**src/rtl/dot_product_pkg.sv**
```systemverilog
// Shared types and constants for the dot-product feeder: FSM states,
// host write-select encodings and the result-width rule.
package dot_product_pkg;

    typedef enum logic [1:0] {
        IDLE,
        READ,
        WAIT_RESULT,
        DONE
    } feeder_state_e;

    localparam logic WR_SEL_A = 1'b0;
    localparam logic WR_SEL_B = 1'b1;

    // Full-precision sum of VECTOR_WIDTH products of two DATA_WIDTH operands.
    function automatic int calcResultWidth(input int dataWidth, input int vectorWidth);
        return 2 * dataWidth + $clog2(vectorWidth);
    endfunction

endpackage

```
**src/rtl/vector_ram.sv**
```systemverilog
// Single-write-port vector memory with a registered, read-first read port.
// Only the read-data register is reset; the storage array keeps its contents.
module vector_ram
    import dot_product_pkg::*;
#(
    parameter int DATA_WIDTH = 8,
    parameter int ADDR_WIDTH = 5
) (
    input  logic                  clk_i,
    input  logic                  rst_ni,
    input  logic                  wrEn_i,
    input  logic [ADDR_WIDTH-1:0] wrAddr_i,
    input  logic [DATA_WIDTH-1:0] wrData_i,
    input  logic                  rdEn_i,
    input  logic [ADDR_WIDTH-1:0] rdAddr_i,
    output logic [DATA_WIDTH-1:0] rdData_o
);

    logic [DATA_WIDTH-1:0] mem [2**ADDR_WIDTH];

    always_ff @(posedge clk_i) begin
        if (wrEn_i) begin
            mem[wrAddr_i] <= wrData_i;
        end
    end

    // Non-blocking read sees the pre-write value on a same-address collision.
    always_ff @(posedge clk_i or negedge rst_ni) begin
        if (!rst_ni) begin
            rdData_o <= '0;
        end else if (rdEn_i) begin
            rdData_o <= mem[rdAddr_i];
        end
    end

endmodule

```
**src/rtl/dot_product_feeder.sv**
```systemverilog
// Streams element pairs of vectors A and B to the dotProduct core with a
// programmable idle gap, then captures the core's result.
module dot_product_feeder
    import dot_product_pkg::*;
#(
    parameter int DATA_WIDTH   = 8,
    parameter int VECTOR_WIDTH = 4,
    parameter int ADDR_WIDTH   = 5,
    parameter int ISSUE_GAP    = 1,
    parameter int RESULT_WIDTH = calcResultWidth(DATA_WIDTH, VECTOR_WIDTH)
) (
    input  logic                    clk,
    input  logic                    rst_n,
    input  logic                    wr_en,
    input  logic                    wr_sel,
    input  logic [ADDR_WIDTH-1:0]   wr_addr,
    input  logic [DATA_WIDTH-1:0]   wr_data,
    input  logic                    start,
    input  logic [ADDR_WIDTH-1:0]   base_addr,
    output logic [DATA_WIDTH-1:0]   data_from_mem1,
    output logic [DATA_WIDTH-1:0]   data_from_mem2,
    output logic                    data_valid,
    input  logic [RESULT_WIDTH-1:0] dot_product_result,
    input  logic                    processing_done,
    output logic [RESULT_WIDTH-1:0] result_q,
    output logic                    busy,
    output logic                    done
);

    localparam int CNT_W = (VECTOR_WIDTH > 1) ? $clog2(VECTOR_WIDTH) : 1;
    localparam int GAP_W = (ISSUE_GAP > 0) ? $clog2(ISSUE_GAP + 1) : 1;
    localparam logic [CNT_W-1:0] LAST_CNT = CNT_W'(VECTOR_WIDTH - 1);
    localparam logic [GAP_W-1:0] GAP_RELOAD = GAP_W'(ISSUE_GAP);

    feeder_state_e         state_q;
    logic [ADDR_WIDTH-1:0] rdAddr_q;
    logic [CNT_W-1:0]      cnt_q;
    logic [GAP_W-1:0]      gap_q;
    logic                  readFire;
    logic                  wrEnA;
    logic                  wrEnB;

    assign readFire = (state_q == READ) && (gap_q == '0);
    assign wrEnA    = wr_en && (wr_sel == WR_SEL_A);
    assign wrEnB    = wr_en && (wr_sel == WR_SEL_B);

    vector_ram #(
        .DATA_WIDTH(DATA_WIDTH),
        .ADDR_WIDTH(ADDR_WIDTH)
    ) memA (
        .clk_i   (clk),
        .rst_ni  (rst_n),
        .wrEn_i  (wrEnA),
        .wrAddr_i(wr_addr),
        .wrData_i(wr_data),
        .rdEn_i  (readFire),
        .rdAddr_i(rdAddr_q),
        .rdData_o(data_from_mem1)
    );

    vector_ram #(
        .DATA_WIDTH(DATA_WIDTH),
        .ADDR_WIDTH(ADDR_WIDTH)
    ) memB (
        .clk_i   (clk),
        .rst_ni  (rst_n),
        .wrEn_i  (wrEnB),
        .wrAddr_i(wr_addr),
        .wrData_i(wr_data),
        .rdEn_i  (readFire),
        .rdAddr_i(rdAddr_q),
        .rdData_o(data_from_mem2)
    );

    // data_valid is set on the same edge the RAM read registers load.
    always_ff @(posedge clk or negedge rst_n) begin
        if (!rst_n) begin
            state_q    <= IDLE;
            rdAddr_q   <= '0;
            cnt_q      <= '0;
            gap_q      <= '0;
            data_valid <= 1'b0;
            result_q   <= '0;
            busy       <= 1'b0;
            done       <= 1'b0;
        end else begin
            data_valid <= 1'b0;
            done       <= 1'b0;
            case (state_q)
                IDLE: begin
                    if (start) begin
                        state_q  <= READ;
                        rdAddr_q <= base_addr;
                        cnt_q    <= '0;
                        gap_q    <= '0;
                        busy     <= 1'b1;
                    end
                end
                READ: begin
                    if (gap_q == '0) begin
                        data_valid <= 1'b1;
                        rdAddr_q   <= rdAddr_q + ADDR_WIDTH'(1);
                        cnt_q      <= cnt_q + CNT_W'(1);
                        gap_q      <= GAP_RELOAD;
                        if (cnt_q == LAST_CNT) begin
                            state_q <= WAIT_RESULT;
                        end
                    end else begin
                        gap_q <= gap_q - GAP_W'(1);
                    end
                end
                WAIT_RESULT: begin
                    if (processing_done) begin
                        result_q <= dot_product_result;
                        done     <= 1'b1;
                        state_q  <= DONE;
                    end
                end
                DONE: begin
                    busy    <= 1'b0;
                    state_q <= IDLE;
                end
                default: begin
                    state_q <= IDLE;
                end
            endcase
        end
    end

endmodule
```
**config.mk**
```make
export PLATFORM = sky130hd
export DESIGN_NAME = dot_product_feeder
export DESIGN_NICKNAME = d
export VERILOG_FILES = /design/src/rtl/dot_product_pkg.sv /design/src/rtl/vector_ram.sv /design/src/rtl/dot_product_feeder.sv
export SDC_FILE = /design/constraint.sdc
export NUM_CORES = 1
export LEC_CHECK = 0
export CAP_MARGIN = 20
export CORE_AREA = 2 2 285 287
export CTS_BUF_LIST = sky130_fd_sc_hd__clkbuf_4
export DETAILED_ROUTE_END_ITERATION = 10
export DIE_AREA = 0 0 287 289
export SLEW_MARGIN = 0
export SYNTH_ARGS = -nofsm -noshare
export SYNTH_HDL_FRONTEND = slang
export SYNTH_SLANG_ARGS = --single-unit
```
**constraint.sdc**
```tcl
create_clock -name clk -period 5.9 [get_ports clk]
set_input_delay 0.885 -clock clk [delete_from_list [all_inputs] [get_ports clk]]
set_output_delay 0.885 -clock clk [all_outputs]
set_load 0.005 [all_outputs]
```
; ---- Word level (Yosys, flattened, before mapping)
; Memory sizes are Yosys's and may differ from the RTL's. A register that Yosys moved wholly into a read port is not among the register bits.
; Cells that the tools add are included.
[totals]
inputBits = 42
mem_count = 2
out_inout_bits = 37
mem_bits_rw = 512
word_cells = 60
ff_bits = 31
[op_classes]
n_addsub = 3
mux = 24
reduce_logical = 13
n_bitwise = 2
eq_ne = 8
[memory_table]
columns = name, depth, word_bits, read_ports, rd_ports_with_merged_regs, wr, line_no
row1 = memA.mem, 32, 8, 1, 1, 1, vector_ram.sv:19  ; logic [DATA_WIDTH-1:0] mem [2**ADDR_WIDTH];
row2 = memB.mem, 32, 8, 1, 1, 1, vector_ram.sv:19
[ops]
columns = operator, count
row1 = 2-to-1 mux 2 bit, 6
row2 = 2-to-1 mux 1 bit, 11
row3 = 2-to-1 mux 5 bit, 2
row4 = case mux 5 bit (2 select lines), 1
row5 = case mux 2 bit (4 select lines), 1
row6 = == test 2 bit (second input constant), 3
row7 = != test 2 bit (second input constant), 3
row8 = AND reduction 2 bit, 3
row9 = adder 5 x 1 -> 5 bit (second input constant), 1
row10 = case mux 1 bit (2 select lines), 2
row11 = case mux 2 bit (2 select lines), 1
row12 = AND reduction 4 bit, 1
row13 = nonzero test 2 bit, 2
row14 = logical AND 1 bit, 3
row15 = AND reduction 3 bit, 1
row16 = adder 2 x 1 -> 2 bit (second input constant), 1
row17 = == test 2 x 1 -> 1 bit (second input constant), 1
row18 = logical NOT 1 bit, 2
row19 = logical NOT 2 bit, 1
row20 = != test 2 x 1 -> 1 bit (second input constant), 1
row21 = inverter 1 bit, 2
row22 = subtractor 1 bit (second input constant), 1

; ---- Longest topological paths before layout
; Gate-level depths: netlist of run 1.
[logic_depth]
word_depth = 4
depth_mapped = 9
depth_no_buf = 7

; ---- Modules after synthesis
; Synthesis of run 1 repeated with hierarchy kept, for this count alone.
[unflattened]
hier_cells = 1299
hier_area_um2 = 22298.9
[modules_own_cells]
columns = module, cells_each, seq_area_each_um2, area_per_inst_um2, instances
row1 = vector_ram, 591, 7887.6, 10421.2, 2
row2 = dot_product_feeder, 117, 775.7, 1456.4, 1

; ---- Least setup slack after synthesis of run 1
; No wires, ideal clock.
[synth_timing]
path_kind = input port to flip-flop
start = input wr_addr[2]
end = memory memB.mem[7][0], enable pin
setup_time_ns = 0.371
n_path_buf = 2
required_ns = 5.529
arrival_ns = 1.995
path_slack_ns = 3.535
cell_stages = 4
path_cell_list = clkbuf_1 -> or3b_1 -> clkbuf_1 -> nor2_1
[synth_lines]
columns = item, line_no
row1 = from (decl), dot_product_feeder.sv:16  ; input logic [ADDR_WIDTH-1:0] wr_addr,
row2 = to (decl), vector_ram.sv:19
; Straight into the memory's write port.

; ---- Worst setup path in the final report of run 1
[layout_timing]
start = register state_q[1]
end = register memA.rdData_o[2] (read register of memA.mem)
[layout_between]
elab_chain_len = 2
[layout_lines]
columns = item, line_no
row1 = from (decl), dot_product_feeder.sv:35  ; feeder_state_e state_q;
row2 = from (signal assigned), dot_product_feeder.sv:78  ; state_q <= IDLE;
row3 = from (signal assigned), dot_product_feeder.sv:92  ; state_q <= READ;
row4 = from (signal assigned), dot_product_feeder.sv:106  ; state_q <= WAIT_RESULT;
row5 = == test 2 x 1 -> 1 bit, dot_product_feeder.sv:43  ; assign readFire = (state_q == READ) && (gap_q == '0);
row6 = logical AND 1 bit, dot_product_feeder.sv:43
row7 = to (decl), vector_ram.sv:16  ; output logic [DATA_WIDTH-1:0] rdData_o
; Every way passes these cells.
; A chain may end at the register's enable or synchronous reset.

==> impl_metrics.json, run 1 <==
{
  "post-route-period-util_pct": 53.43,
  "cts.sink_count": 559,
  "hold_viol_final": 0,
  "grt_pass1_vias": 12330,
  "synth_edf_count": 512,
  "filler_cell_count": 7745,
  "clkLatencyLatePin_ps": 980,
  "rows": 104,
  "port_buffers": 78,
  "cp-endpoint": "memA.rdData_o[2]$_DFFE_PN0P_",
  "period_needed_ps": 3152,
  "leakage_nw": 8.681,
  "worst_pin_slew_ps": 982.4,
  "finalSetupTns_ps": 0,
  "route.met2.wl_um": 23580,
  "worst_r2r_endpoint": "memA.rdData_o[2]$_DFFE_PN0P_",
  "start_util_pct": 27.78,
  "wl_met1_um": 22960,
  "yosys.area.top_type": "edfxtp_1",
  "globalplace.congestion": 0.7984,
  "end_kind": "flop",
  "num_vias": 11910,
  "setup_viol": 0,
  "antenna_found_initial": 2,
  "wl_per_cell_um": 20.84,
  "synthTopCellsByArea": "edfxtp_1 69%, mux2i_1 7.2%, dfrtp_1 5.3%",
  "r2r_cells": 7,
  "cts_root_buf": "clkbuf_4",
  "area_growth_pct": 16.60,
  "crit_start": "state_q[1]$_DFFE_PN0P_",
  "max-cap-violations": 0,
  "status": "completed",
  "critPathKind": "reg2reg",
  "fin_skew_ps": 47.95,
  "grt_max_degree": 120,
  "crit_chain": "inv_1 > ha_1 > nand2b_1 > inv_2 > nand2_1 > nor3b_1 > a2111oi_2",
  "die_w_um": 287,
  "yosys_warnings": 0,
  "top_layer": "met4",
  "multi_input_area_um2": 5224,
  "dr_wl_met3_um": 4800,
  "slew-limit-headroom_pct": 34.50,
  "ys_seq_elements": 559,
  "ys_seq_area_share_pct": 74.56,
  "cts_max_level": 4,
  "ys_dominant_reg_cell": "edfxtp_1",
  "crit_slowest_cell": "ha_1",
  "reg2reg_slack_ps": 2750,
  "layout.area.seq_um2": 16560,
  "rsz0062_at_grt": "no",
  "core_um2": 79900,
  "syn_inst": 1201,
  "min_path_type": "reg2reg",
  "grt-ovfl-total": 0,
  "required_ps": 6740,
  "yosys.cell_types.count": 44,
  "drive_gt1_share_pct": 22.61,
  "via_per_inst": 4.683,
  "worst-path-max-fanout": 20,
  "grt_pass1_wl_um": 77540,
  "grt_use_total_pct": 12.78,
  "drtIter0Drc": 1119,
  "dieArea_um2": 82940,
  "fin_util_pct": 32.40,
  "cts_tree": "built",
  "ant_nets": 0,
  "worstReg2RegStart": "state_q[1]$_DFFE_PN0P_",
  "drc": 0,
  "syn_area_um2": 22200,
  "path_clk_slew_ps": 70,
  "place_hpwl_um": 32150,
  "power_density_nw_per_um2": 432.2,
  "cpPeakStageDelay_ps": 760,
  "totalWireLength_um": 53020,
  "start_kind": "flop",
  "syn_avg_cell_area_um2": 18.48,
  "max_freq_mhz": 317.2,
  "netlist_top_cells_count": "512 x edfxtp_1, 160 x mux2i_1, 87 x nor2_1, 63 x a22oi_1, 47 x dfrtp_1",
  "ios": 79,
  "cts_buffers": 145,
  "ir_drop_mv": 0.3858,
  "ys_async_sr_fraction_pct": 8.408,
  "syn-num-nets": 1249,
  "slew_violations": 0,
  "firstDrtPassIters": 7,
  "arrival_ps": 3990,
  "synth_top_area_share_pct": 69.26,
  "cts.path.max_buffers": 3,
  "fin_nets": 1421,
  "die_h_um": 289,
  "synth.most_common_cell": "edfxtp_1"
}
## state kept, by name, summed over array words and instances (netlist names), 2 cells and up
name and count:
memA.mem 256, memB.mem 256, result_q 18, memA.rdData_o 8, memB.rdData_o 8, rdAddr_q 5, cnt_q 2, state_q 2
## kinds of logic (layout without fill, tap and decap cells)
logic type	count (synthesis)	count (layout)	synth area share [%]
AOI/OAI and AO/OA	150	150	5.202
DFF	559	559	74.56
adders and majority gates	6	6	0.3382
muxes	246	246	14.28
other	0	7	0
and+or+nand+nor	164	164	3.607
buffers and inverters	76	352	2.012
## layout by cell type, fill, tap and decap left out, drive strengths merged, types with 11 or more instances in the layout
cell type / count
edfxtp: 512
dfrtp: 47
clkbuf: 202
a22oi: 63
nand2: 18
mux2i: 160
clkinv: 37
a221oi: 32
inv: 11
nand2b: 18
nor4: 15
mux4: 50
a21oi: 38
buf: 24
mux2: 36
clkdlybuf4s50: 69
nor2: 87
## what timing repair did
action                                  in CTS  in global routing
endpoints found under the setup margin       0                  0
endpoints found under the hold margin       23                  0
gates resized for setup                      0                  0
hold buffers                                 1                  0
setup buffers                                0                  0
## final cells by class
cell class	count	share of cell area (%)
Antenna cell	7	0.06767
Sequential cell	559	63.96
Timing Repair Buffer	94	3.384
Inverter	7	0.1015
Tap cell	1060	5.124
Multi-Input combinational cell	566	20.18
Clock inverter	49	1.320
Clock buffer	202	5.858
## worst max-delay path, delay by kind of cell, from the launching register on
kind / cells / cell delay, ps
DFF: 1 / 400
adders and majority gates: 1 / 760
buffers and inverters: 2 / 460
and+or+nand+nor: 3 / 1280
AOI/OAI and AO/OA: 1 / 90
## metal layers
layer  track usage [%]  vias up
met5                 0        -
met4             6.315        0
met3             4.559      111
met2             19.02      519
met1             16.53     6011
li1                  -     5273
## per-stage QoR
| step | setup slack (ps) | std cells | total power, mW | hold WS, ps | instance area (µm²) |
|---|---|---|---|---|---|
| after floorplan | 3535 | 1201 | 6.876 | 488.9 | 22200 |
| after global placement | 2506 | 2285 | 7.895 | 475.7 | 24000 |
| after detailed placement | 2465 | 2285 | 7.907 | 481.6 | 24000 |
| after CTS | 2720 | 2537 | 11.30 | 388.5 | 25870 |
| after global routing | 2487 | 2543 | 11.74 | 428.4 | 25880 |
| final | 2748 | 2544 | 11.19 | 490.5 | 25880 |
## report_power, final
group          internal (mW)  leakage [nW]  switching (mW)
logic                   1.37          2.45            1.62
clock network           1.77          1.08            1.60
registers               4.51          5.15           0.316
## worst min path at each step
stage | startpoint | end | slack (ps) | depth (start not counted)
global route | dot_product_result[17] | result_q[17]$_DFFE_PN0P_ | 430 | 2
global placement | result_q[12]$_DFFE_PN0P_ | result_q[12]$_DFFE_PN0P_ | 480 | 1
CTS | dot_product_result[17] | result_q[17]$_DFFE_PN0P_ | 390 | 2
finish | result_q[17]$_DFFE_PN0P_ | result_q[17]$_DFFE_PN0P_ | 490 | 1
floorplan | result_q[0]$_DFFE_PN0P_ | result_q[0]$_DFFE_PN0P_ | 490 | 1
detailed placement | result_q[17]$_DFFE_PN0P_ | result_q[17]$_DFFE_PN0P_ | 480 | 1
Note: power is estimated with default switching activity, not from simulation.
==> run 2: changes to the inputs <==
clock period = 2.9 ns   (was 5.9 ns; I/O delays follow)
==> run 2 against run 1 <==
  * Die area unchanged
  * Power increased by 110%
  * Sequential cell count unchanged
  * Count of clock-buffer cells in the layout increased by 5
  * Global-route usage increased by 0.49 points
  * Critical endpoint is now data_from_mem2[1]
==> impl_metrics.json, run 2 (synthesized netlist as in run 1, its figures left out) <==
{
  "status": "completed",
  "drive_gt1_share_pct": 26.94,
  "path_clk_slew_ps": 70,
  "arrival_ps": 2120,
  "port_buffers": 78,
  "p_int_mw": 15.90,
  "wl_per_cell_um": 20.37,
  "crit_start": "memB.rdData_o[1]$_DFFE_PN0P_",
  "drtIter0Drc": 1189,
  "cts_max_level": 4,
  "p_sw_mw": 7.095,
  "clkPwrFrac_pct": 30.3,
  "fin_nets": 1539,
  "clkLatencyLatePin_ps": 960,
  "required_ps": 2470,
  "min_path_type": "in2async",
  "postCtsSetupBuffers": 0,
  "cts.sink_count": 559,
  "ant_nets": 0,
  "max_freq_mhz": 391.9,
  "worst_pin_slew_ps": 858.6,
  "start_kind": "flop",
  "crit_family": "buffers and inverters",
  "worst-path-max-fanout": 2,
  "grt_max_degree": 83,
  "power_density_nw_per_um2": 854.6,
  "finalWorstSetupSlack_ps": 348.4,
  "fin_skew_ps": 64.91,
  "core_um2": 79900,
  "dp.cells": 2380,
  "cts_tree": "built",
  "totalWireLength_um": 54210,
  "cts.path.max_buffers": 3,
  "ios": 79,
  "num_vias": 12450,
  "place_hpwl_um": 32970,
  "grt_pass1_wl_um": 81200,
  "globalplace.congestion": 0.7984,
  "power_mw": 23.00,
  "period_needed_ps": 2552,
  "grt_pass1_vias": 12780,
  "critPathKind": "reg2out",
  "finalSetupTns_ps": 0,
  "setup_viol": 0,
  "ir_drop_mv": 0.4654,
  "dieArea_um2": 82940,
  "cpPeakStageDelay_ps": 610,
  "via_per_inst": 4.679,
  "leakage_nw": 9.321,
  "max-cap-violations": 0,
  "place_ws_ps": 372.3,
  "pwr-share-seq_pct": 41.7,
  "crit_chain": "clkdlybuf4s50_1",
  "stdcell_count": 2661,
  "post-route-period-util_pct": 87.99,
  "die_h_um": 289,
  "reg_top3": "memA.mem: 256 flops, memB.mem: 256 flops, result_q: 18 flops",
  "antenna_found_initial": 1,
  "hold_viol_final": 0,
  "grt-ovfl-total": 0,
  "drc": 0,
  "slew-limit-headroom_pct": 42.62,
  "worstReg2RegStart": "state_q[1]$_DFFE_PN0P_",
  "area_growth_pct": 21.23,
  "switching_share_pct": 30.85,
  "slew_violations": 0,
  "die_w_um": 287,
  "rows": 104,
  "p_comb_share_pct": 28.0,
  "crit_slowest_cell": "clkdlybuf4s50_1",
  "critPathBufInv": 1,
  "cts_buffers": 147,
  "ctsResizeCount": 0,
  "start_util_pct": 27.78,
  "firstDrtPassIters": 5,
  "end_kind": "primary output",
  "rsz0062_at_grt": "no",
  "final_cell_mix": "512 x edfxtp_1, 207 x clkbuf_4, 160 x mux2i_1",
  "grt_use_total_pct": 13.27,
  "layout_commonest_cell": "edfxtp_1",
  "cts_root_buf": "clkbuf_4",
  "ctsHoldBuffers": 21
}
-- run 2: changes by cell type in the layout (fill, tap and decap cells not counted), sizes merged --
cell,change
buf,+96
bufinv,+1
clkbuf,+5
clkinv,+2
clkinvlp,-1
diode,-6
dlygate4sd3,+20
-- run 2: area by class of cell --
| class | count | area, µm² |
|---|---|---|
| clock inverters | 51 | 352.8 |
| diodes | 1 | 2.502 |
| multi-input cells | 566 | 5219 |
| clock buffers | 207 | 1554 |
| fillers | 7709 | 52980 |
| flip-flops and latches | 559 | 16560 |
| inverters | 7 | 26.28 |
| well taps | 1060 | 1326 |
| repair buffers | 210 | 1874 |
-- run 2: path summary, 6_finish.rpt --
path | endpoint | slack [ps] | cells past startpoint
setup / recovery | data_from_mem2[1] | 350 | 1
min in group clk | result_q[12]$_DFFE_PN0P_ | 120 | 2
hold / removal | result_q[0]$_DFFE_PN0P_ | 40 | 2
max in group asynchronous | memA.rdData_o[5]$_DFFE_PN0P_ | 2080 | 4
hold reg to reg | result_q[8]$_DFFE_PN0P_ | 490 | 1
setup reg to reg | memB.rdData_o[1]$_DFFE_PN0P_ | 360 | 7
-- run 2: layer usage --
layer / global-route usage (%) / wire, µm
met5: 0 / 0
met4: 5.755 / 1277
met3: 3.307 / 3691
met2: 19.99 / 24560
met1: 18.19 / 24680
-- run 2: power by group through the flow --
stage	registers (mW)	clock network (mW)	logic [mW]
finish	9.58	6.97	6.45
global route	9.63	7.62	6.95
detailed placement	9.76	0	6.46
global placement	9.75	0	6.39
floorplan	9.55	0	4.44
CTS	9.58	7.20	6.51
-- run 2: metrics by stage --
step | area (µm²) | utilization [%] | hold slack [ps]
after floorplan | 22200 | - | 139.4
after global placement | 24770 | 31.00 | 476.0
after detailed placement | 24770 | 31.00 | 480.9
after CTS | 26880 | 33.65 | 5.637
after global routing | 26910 | 33.68 | 12.24
final | 26910 | 33.68 | 43.72
